[config.mk]
export PLATFORM = sky130hd
export DESIGN_NAME = key_schedule_sequencer
export DESIGN_NICKNAME = d
export VERILOG_FILES = /design/src/rtl/key_schedule_sequencer.sv
export SDC_FILE = /design/constraint.sdc
export NUM_CORES = 1
export LEC_CHECK = 0
export ABC_CLOCK_PERIOD_IN_PS = 3200
export CAP_MARGIN = 5
export CELL_PAD_IN_SITES_DETAIL_PLACEMENT = 2
export CELL_PAD_IN_SITES_GLOBAL_PLACEMENT = 2
export CORE_MARGIN = 3
export CORE_UTILIZATION = 32
export CTS_CLUSTER_DIAMETER = 80
export CTS_CLUSTER_SIZE = 28
export DETAILED_ROUTE_END_ITERATION = 6
export PLACE_DENSITY = 0.79
export SYNTH_ARGS = -nofsm -noshare
export SYNTH_HDL_FRONTEND = slang
export SYNTH_SLANG_ARGS = --single-unit
[constraint.sdc]
create_clock -name clk -period 3.2 [get_ports clk]
set_clock_uncertainty 0.1 [all_clocks]
set_input_delay 0.64 -clock clk [delete_from_list [all_inputs] [get_ports clk]]
set_output_delay 0.64 -clock clk [all_outputs]
set_load 0.02 [all_outputs]
[src/rtl/key_schedule_sequencer.sv]
// Iterative DES key schedule: one PC-1 / rotate / PC-2 datapath that emits
// the 16 round subkeys one per valid/ready handshake, in encrypt (K1..K16)
// or decrypt (K16..K1) order.

module permuted_choice_1 (
    input  logic [63:0] key,
    output logic [55:0] cd
);
    // DES bit n (1-based, MSB first) lives at key[64-n]
    localparam int unsigned PC1_TAB [56] = '{
        57, 49, 41, 33, 25, 17,  9,
         1, 58, 50, 42, 34, 26, 18,
        10,  2, 59, 51, 43, 35, 27,
        19, 11,  3, 60, 52, 44, 36,
        63, 55, 47, 39, 31, 23, 15,
         7, 62, 54, 46, 38, 30, 22,
        14,  6, 61, 53, 45, 37, 29,
        21, 13,  5, 28, 20, 12,  4
    };

    // Parity bits (DES bits 8,16,...,64) are dropped by PC-1
    logic unused_parity;
    assign unused_parity = ^{key[56], key[48], key[40], key[32],
                             key[24], key[16], key[8],  key[0]};

    // Bit-select permutation of the key into C0/D0
    always_comb begin
        cd = '0;
        for (int unsigned i = 0; i < 56; i++) begin
            cd[6'(55 - i)] = key[6'(64 - PC1_TAB[i])];
        end
    end
endmodule

module permuted_choice_2 (
    input  logic [55:0] cd,
    output logic [47:0] subkey
);
    localparam int unsigned PC2_TAB [48] = '{
        14, 17, 11, 24,  1,  5,
         3, 28, 15,  6, 21, 10,
        23, 19, 12,  4, 26,  8,
        16,  7, 27, 20, 13,  2,
        41, 52, 31, 37, 47, 55,
        30, 40, 51, 45, 33, 48,
        44, 49, 39, 56, 34, 53,
        46, 42, 50, 36, 29, 32
    };

    // PC-2 discards CD bits 9,18,22,25,35,38,43,54
    logic unused_drop;
    assign unused_drop = ^{cd[47], cd[38], cd[34], cd[31],
                           cd[21], cd[18], cd[13], cd[2]};

    // Bit-select compression of C/D into the 48-bit subkey
    always_comb begin
        subkey = '0;
        for (int unsigned i = 0; i < 48; i++) begin
            subkey[6'(47 - i)] = cd[6'(56 - PC2_TAB[i])];
        end
    end
endmodule

module key_schedule_sequencer #(
    parameter logic [15:0] SHIFT2_MASK = 16'h7EFC
) (
    input  logic        clk,
    input  logic        reset,
    input  logic [63:0] key,
    input  logic        decrypt,
    input  logic        start,
    output logic [47:0] subkey,
    output logic        subkey_valid,
    input  logic        subkey_ready,
    output logic [3:0]  round,
    output logic        busy,
    output logic        done
);
    typedef enum logic {IDLE, RUN} state_t;

    state_t      state, state_n;
    logic [55:0] cd, cd_n, pc1_cd;
    logic [47:0] pc2_key, subkey_n;
    logic        dir, dir_n;
    logic        valid_n, busy_n, done_n;
    logic [3:0]  round_n;
    logic        accept, handshake;

    function automatic logic [55:0] rotl(input logic [55:0] v, input logic two);
        logic [27:0] c, d;
        c = v[55:28];
        d = v[27:0];
        return two ? {c[25:0], c[27:26], d[25:0], d[27:26]}
                   : {c[26:0], c[27],    d[26:0], d[27]};
    endfunction

    function automatic logic [55:0] rotr(input logic [55:0] v, input logic two);
        logic [27:0] c, d;
        c = v[55:28];
        d = v[27:0];
        return two ? {c[1:0], c[27:2], d[1:0], d[27:2]}
                   : {c[0],   c[27:1], d[0],   d[27:1]};
    endfunction

    permuted_choice_1 u_pc1 (.key(key),  .cd(pc1_cd));
    permuted_choice_2 u_pc2 (.cd(cd_n),  .subkey(pc2_key));

    assign accept    = (state == IDLE) && start;
    assign handshake = (state == RUN) && subkey_ready;

    // Next C/D: kept apart from the FSM block so PC-2 sees the new halves
    // without forming a combinational loop through one process.
    always_comb begin
        cd_n  = cd;
        dir_n = dir;
        if (accept) begin
            dir_n = decrypt;
            cd_n  = decrypt ? pc1_cd : rotl(pc1_cd, SHIFT2_MASK[0]);
        end else if (handshake && round != 4'd15) begin
            cd_n = dir ? rotr(cd, SHIFT2_MASK[4'd15 - round])
                       : rotl(cd, SHIFT2_MASK[round + 4'd1]);
        end
    end

    // FSM next state and registered-output next values
    always_comb begin
        state_n  = state;
        subkey_n = subkey;
        valid_n  = subkey_valid;
        round_n  = round;
        busy_n   = busy;
        done_n   = 1'b0;
        case (state)
            IDLE: begin
                if (start) begin
                    state_n  = RUN;
                    subkey_n = pc2_key;
                    valid_n  = 1'b1;
                    round_n  = '0;
                    busy_n   = 1'b1;
                end
            end
            RUN: begin
                if (subkey_ready) begin
                    if (round == 4'd15) begin
                        state_n = IDLE;
                        valid_n = 1'b0;
                        round_n = '0;
                        busy_n  = 1'b0;
                        done_n  = 1'b1;
                    end else begin
                        subkey_n = pc2_key;
                        round_n  = round + 4'd1;
                    end
                end
            end
            default: state_n = IDLE;
        endcase
    end

    // State, C/D and output registers with synchronous reset
    always_ff @(posedge clk) begin
        if (reset) begin
            state        <= IDLE;
            cd           <= '0;
            dir          <= 1'b0;
            subkey       <= '0;
            subkey_valid <= 1'b0;
            round        <= '0;
            busy         <= 1'b0;
            done         <= 1'b0;
        end else begin
            state        <= state_n;
            cd           <= cd_n;
            dir          <= dir_n;
            subkey       <= subkey_n;
            subkey_valid <= valid_n;
            round        <= round_n;
            busy         <= busy_n;
            done         <= done_n;
        end
    end
endmodule

; ---- Yosys cells after proc, flatten, opt, wreduce, memory -nomap -nowiden
; Memories as Yosys holds them, arrays and structs flattened.
; Index checks and enable logic that the tools add are counted.
[classes]
n_addsub = 2
n_mul = 0
div_mod_pow = 0
order_cmp = 2
eq_ne = 6
shift = 0
n_mux = 25
n_bitwise = 2
reduce_logical = 8
[op_table]
columns = op, n
row1 = $mux W56, 6
row2 = $mux W48, 3
row3 = $pmux W48 S2, 1
row4 = $mux W4, 3
row5 = $lt A4 B5 Y1 const B, 2
row6 = $mux W1, 9
row7 = $pmux W4 S2, 1
row8 = $ne A2 B2 Y1 const B, 3
row9 = $reduce_and A3 Y1, 2
row10 = $add A4 B1 Y4 const B, 1
row11 = $eq A4 B4 Y1 const B, 1
row12 = $ne A4 B4 Y1 const B, 1
row13 = $pmux W1 S2, 2
row14 = $sub A4 B4 Y4 const A, 1
row15 = $logic_and A1 B1 Y1, 3
row16 = $reduce_or A3 Y1, 1
row17 = $ne A2 B1 Y1 const B, 1
row18 = $not A1 Y1, 2
row19 = $reduce_and A2 Y1, 1
row20 = $reduce_bool A2 Y1, 1
[totals]
reg_bits = 112
latchBits = 0
mem_bits_rw = 0
romBits = 32
inputBits = 69
out_inout_bits = 55
wordCells = 55
mem_count = 2
[mem_list]
columns = memory, words, width, read_ports, rd_ports_with_merged_regs, wr, line_no
row1 = (no name shown), 16, 1, 1, 0, 0, 121  ; : rotl(cd, SHIFT2_MASK[round + 4'd1]);
row2 = (no name shown), 16, 1, 1, 0, 0, 120  ; cd_n = dir ? rotr(cd, SHIFT2_MASK[4'd15 - round])

; ---- Depth between registers and ports, before layout
[logic_depth]
depth_word = 10
depth_mapped = 10
depth_no_buf = 7

; ---- Modules after synthesis
; From an unflattened synthesis, not the netlist that was laid out.
[unflattened]
cells_unflattened = 1028
area_unflattened_um2 = 8750.9
[by_module_without_submodules]
columns = module, n_inst, cells_each, area_per_inst_um2, seq_area_each_um2
row1 = key_schedule_sequencer, 1, 924, 7970.1, 2242.2
row2 = permuted_choice_1, 1, 56, 420.4, 0.0
row3 = permuted_choice_2, 1, 48, 360.3, 0.0

; ---- Least setup slack after synthesis
; OpenSTA, ideal clock, no wires.
[synth_path]
kind = register to register
start = reg round[0]
end = reg cd[31]
setup_ps = 138
arrival_time_ps = 2399
t_required_ps = 2962
setup_slack_ps = 563
stages_incl_launch_ff = 11
n_path_buf = 3
period_less_slack_ps = 2637
cell_sequence = dfxtp_1 inv_1 ha_1 and3b_1 a31o_1 buf_4 nor3_2 buf_6 buf_6 mux2i_1 o221ai_1
[synth_via]
elab_chain_len = 7
elab_cells_between_ends = 14
cone_classes = 2 x add/sub / 1 x eq/ne / 7 x mux / 2 x reduce/logical / 2 x memory
[synth_rtl]
columns = item, line_no
row1 = "start, declared", 75  ; output logic [3:0] round,
row2 = "start signal, assigned", 178  ; round <= round_n;
row3 = $add A4 B1 Y4 or $sub A4 B4 Y4 (tied branches), "121, 120"
row4 = "$mem_v2 Z16 W1, on equally long branches", -
row5 = "$mux W1, on equally long branches", "121, 120"
row6 = "$mux W56, on equally long branches", "93, 101"
row7 = $mux W56, 120
row8 = $mux W56, 119  ; end else if (handshake && round != 4'd15) begin
row9 = $mux W56, 116  ; if (accept) begin
row10 = "end signal, assigned", 174  ; cd <= cd_n;
row11 = "end, declared", 82  ; logic [55:0] cd, cd_n, pc1_cd;
; Several ways; a longest one is shown, not always the timed one. The select of a mux whose other input is x is not followed.
; A chain may end at the register's enable or synchronous reset.

; ---- Final worst setup path
[layout_path]
start = reg round[0]
end = reg subkey[7]
[layout_via]
elab_chain_len = 10
elab_cells_between_ends = 20
cone_classes = 2 x add/sub / 3 x eq/ne / 11 x mux / 2 x reduce/logical / 2 x memory
[layout_rtl]
columns = item, line_no
row1 = $add A4 B1 Y4 or $sub A4 B4 Y4 (tied branches), "121, 120"
row2 = "$mem_v2 Z16 W1, on equally long branches", -
row3 = "$mux W1, on equally long branches", "121, 120"
row4 = "$mux W56, on equally long branches", "93, 101"
row5 = $mux W56, 120
row6 = $mux W56, 119
row7 = $mux W56, 116
row8 = $mux W48, 145  ; if (round == 4'd15) begin
row9 = $mux W48, 144  ; if (subkey_ready) begin
row10 = $pmux W48 S2, 133  ; case (state)
row11 = "end signal, assigned", 176  ; subkey <= subkey_n;
row12 = "end, declared", 72  ; output logic [47:0] subkey,
; Several ways; a longest one is shown, not always the timed one. The select of a mux whose other input is x is not followed.

==> impl_metrics.tcl <==
set metrics [dict create \
    crit_end "subkey[7]$_SDFFE_PP0P_" \
    fp.dieW_um 162 \
    cts_hold_buf 0 \
    post_cts_resize_count 0 \
    arrival_ns 3.18 \
    drive_gt1_share_pct 12.7 \
    dr.pass1.iters 5 \
    async_flop_share_pct 0 \
    num_vias 8394 \
    slowest_delay_ns 0.53 \
    yosysSeqAreaShare_pct 28.6 \
    period_minus_slack_ns 3.03 \
    dp_slack_ns 0.132 \
    place_area_um2 9470 \
    power_mw 3.76 \
    power_density_nw_per_um2 385 \
    syn_to_final_growth_pct 24.9 \
    hpwlAfterDp_mm 24.0 \
    period_share_pct 94.8 \
    rsz0062_at_grt "false" \
    synth_nets 1060 \
    root_buffer "clkbuf_16" \
    synth_edf_count 0 \
    synth_top_family_by_area "compound AO/OA/AOI/OAI gates" \
    cp_top_family "compound AO/OA/AOI/OAI gates" \
    fin_area_um2 9780 \
    grt_pass1_vias 8964 \
    path_buf_inv 2 \
    syn-mean-instance-area_um2 7.94 \
    worst_pin_slew_ns 0.787 \
    synth-simple-area-share_pct 15.0 \
    n_antenna_cell 0 \
    rows 56 \
    setup_viol 0 \
    hold_class "reg2reg" \
    fin_ws_ns 0.167 \
    synth-xor-area-share_pct 0.224 \
    tns_ns 0 \
    die_area_um2 26400 \
    die_h_um 162 \
    crit_path_max_fanout 8 \
    grt_usage_pct 25.1 \
    drcViolationCount 0 \
    reg2reg_from "round[0]$_SDFFE_PP0P_" \
    avgRoutedWirePerCell_um 24.0 \
    htreeDepth 3 \
    numCtsBuffers 9 \
    cp_slowest_cell "dfxtp_1" \
    hold_slack_ns 0.348 \
    yosysTopAreaCellShare_pct 28.6 \
    rrSetupSlack_ns 0.17 \
    crit_type "reg2reg" \
    io_pins 124 \
    grt.overflow.total 0 \
    synth_cell_types 65 \
    start_kind "flop" \
    fin_nets 1143 \
    cts_tree "yes" \
    reg2reg_to "subkey[7]$_SDFFE_PP0P_" \
    hold_viol_final 0 \
    synth_ff_type "dfxtp_1" \
    syn-cell-area_um2 7830 \
    clock_sinks 112 \
    grt_first_pass_wirelength_mm 52.2 \
    finalWeightedCongestion 0.869 \
    synthAdderAreaFrac_pct 0.799 \
    fmaxAchievable_mhz 330 \
    synth_area_leaders "dfxtp_1, mux2i_1, o211ai_1" \
    yosysMostFrequentCell "nand2_1" \
    synth-seq-cells 112 \
    synth_common_cells "nand2_1, dfxtp_1, a21oi_1, nor2_1, o211ai_1" \
    leakagePower_nw 3.25 \
    cp_cell_sequence "inv_1 > ha_1 > and3b_1 > a31oi_2 > o21a_1 > buf_12 > mux2i_1 > a2bb2oi_1" \
    synth_compound_area_share_pct 33.8 \
    max_slew_margin_pct 46.1 \
    outcome "finished, final reports clean" \
    portBuffers 115 \
    fill_cells 2706 \
    maxSlewViolCount 0 \
    insertion_delay_ns 0.36 \
    clock_path_buffers 2 \
    crit_path_start "round[0]$_SDFFE_PP0P_" \
    post-cts-setup-buffers 0 \
    required_ns 3.35 \
    viasPerCell 6.03 \
    worst_r2r_path_depth 8 \
    drv_cap 0 \
    peakVddDrop_mv 0.212 \
    drtAntennaViolNets 0 \
    drtIter0Drc 529 \
    grt_max_degree 99 \
    path_clk_slew_ns 0.08 \
    antenna_found_initial 0 \
    drt-total-wl_mm 33.5 \
    ys_warn_count 0 \
    yosys-mux-area-fraction_pct 15.7 \
    coreArea_um2 23800 \
    syn_inst 986 \
    end_kind "flop" \
    start_util_pct 33.0 \
    synth_top_area_cell "dfxtp_1" \
    cp.depth 8 \
]
==> routing by layer <==
layer | vias up | track usage, % | wire, um | share of wire (%)
met5 | - | 0 | 0 | 0
met1 | 4247 | 32.8 | 15000 | 45
li1 | 3884 | - | - | -
met4 | 0 | 6.79 | 678 | 2.0
met3 | 47 | 2.31 | 1290 | 3.9
met2 | 216 | 44.2 | 16500 | 49
==> report_power, final <==
part	internal [mW]	leakage [nW]	switching, mW	total [mW]
logic	0.418	2.19	0.535	0.952
registers	1.47	0.914	0.112	1.59
clock network	0.632	0.153	0.596	1.23
total	2.52	3.25	1.24	3.76
==> how the worst min path moves through the flow <==
stage	startpoint	end	cells past startpoint
3_5_place_dp	subkey[43]$_SDFFE_PP0P_	subkey[43]$_SDFFE_PP0P_	2
5_1_grt	subkey[43]$_SDFFE_PP0P_	subkey[43]$_SDFFE_PP0P_	2
6_report	subkey[43]$_SDFFE_PP0P_	subkey[43]$_SDFFE_PP0P_	2
2_1_floorplan	cd[19]$_SDFF_PP0_	cd[19]$_SDFF_PP0_	2
4_1_cts	subkey[43]$_SDFFE_PP0P_	subkey[43]$_SDFFE_PP0P_	2
3_3_place_gp	subkey[45]$_SDFFE_PP0P_	subkey[45]$_SDFFE_PP0P_	2
==> state kept, by name, summed over array words and instances, names as in the netlist <==
| signal | flops |
|---|---|
| round | 4 |
| dir | 1 |
| state | 1 |
| done | 1 |
| busy | 1 |
| subkey | 48 |
| cd | 56 |
==> cells by family after synthesis <==
| kind of cell | count (synthesis) |
|---|---|
| buffers and inverters | 103 |
| XOR/XNOR | 2 |
| adder cells (fa/ha/maj) | 5 |
| AND/OR/NAND/NOR | 277 |
| multiplexers | 117 |
| AO/OA/AOI/OAI | 370 |
| flip-flops | 112 |
==> worst register-to-register path: stages (launching register included) <==
cell       delay [ns]
dfxtp_1          0.53
inv_1            0.19
ha_1             0.38
and3b_1          0.24
a31oi_2          0.49
o21a_1           0.41
buf_12           0.19
mux2i_1          0.28
a2bb2oi_1        0.11
==> placed cells by master, fill, tap and decap left out, types with 2 or more instances in the layout <==
master           instances
nand2_1                134
o221a_1                  2
o21ai_1                  8
a22oi_1                 12
nor3_1                  16
a2bb2oi_1               56
ha_1                     5
a221oi_1                 4
o211ai_1                79
a2111oi_2                2
a41o_1                   4
o31ai_1                  3
a31oi_1                 39
dfxtp_1                111
buf_12                   9
and3b_1                  2
clkbuf_16               10
nor2_1                  91
inv_1                   10
buf_4                   41
a311oi_1                 2
xor2_1                   2
clkdlybuf4s50_1        113
o221ai_1                12
mux2i_1                 71
a21oi_1                 94
a211oi_1                17
nand4_1                  3
o21ai_2                  2
o21ai_0                  2
a2111oi_0                4
nand3_1                 10
a211o_1                  5
mux2_2                  45
a21oi_2                  3
o31a_1                   7
clkbuf_8                 2
or2_1                    4
o211a_1                  2
==> final cells by class <==
| type | instances | area [um2] | area share [%] |
|---|---|---|---|
| Timing Repair Buffer | 164 | 1620 | 16.6 |
| Inverter | 11 | 41.3 | 0.422 |
| Clock inverter | 3 | 28.8 | 0.294 |
| Clock buffer | 13 | 282 | 2.88 |
| Sequential cell | 112 | 2250 | 23.0 |
| Multi-Input combinational cell | 771 | 5160 | 52.8 |
| Tap cell | 319 | 399 | 4.08 |
==> metrics by stage <==
stage / utilization (%) / std cells
6_report: 41.2 / 1393
5_1_grt: 41.2 / 1393
4_1_cts: 41.2 / 1393
3_5_place_dp: 39.9 / 1377
2_1_floorplan: - / 986
3_3_place_gp: 39.9 / 1377
No activity file was read; power rests on OpenSTA's default activity.
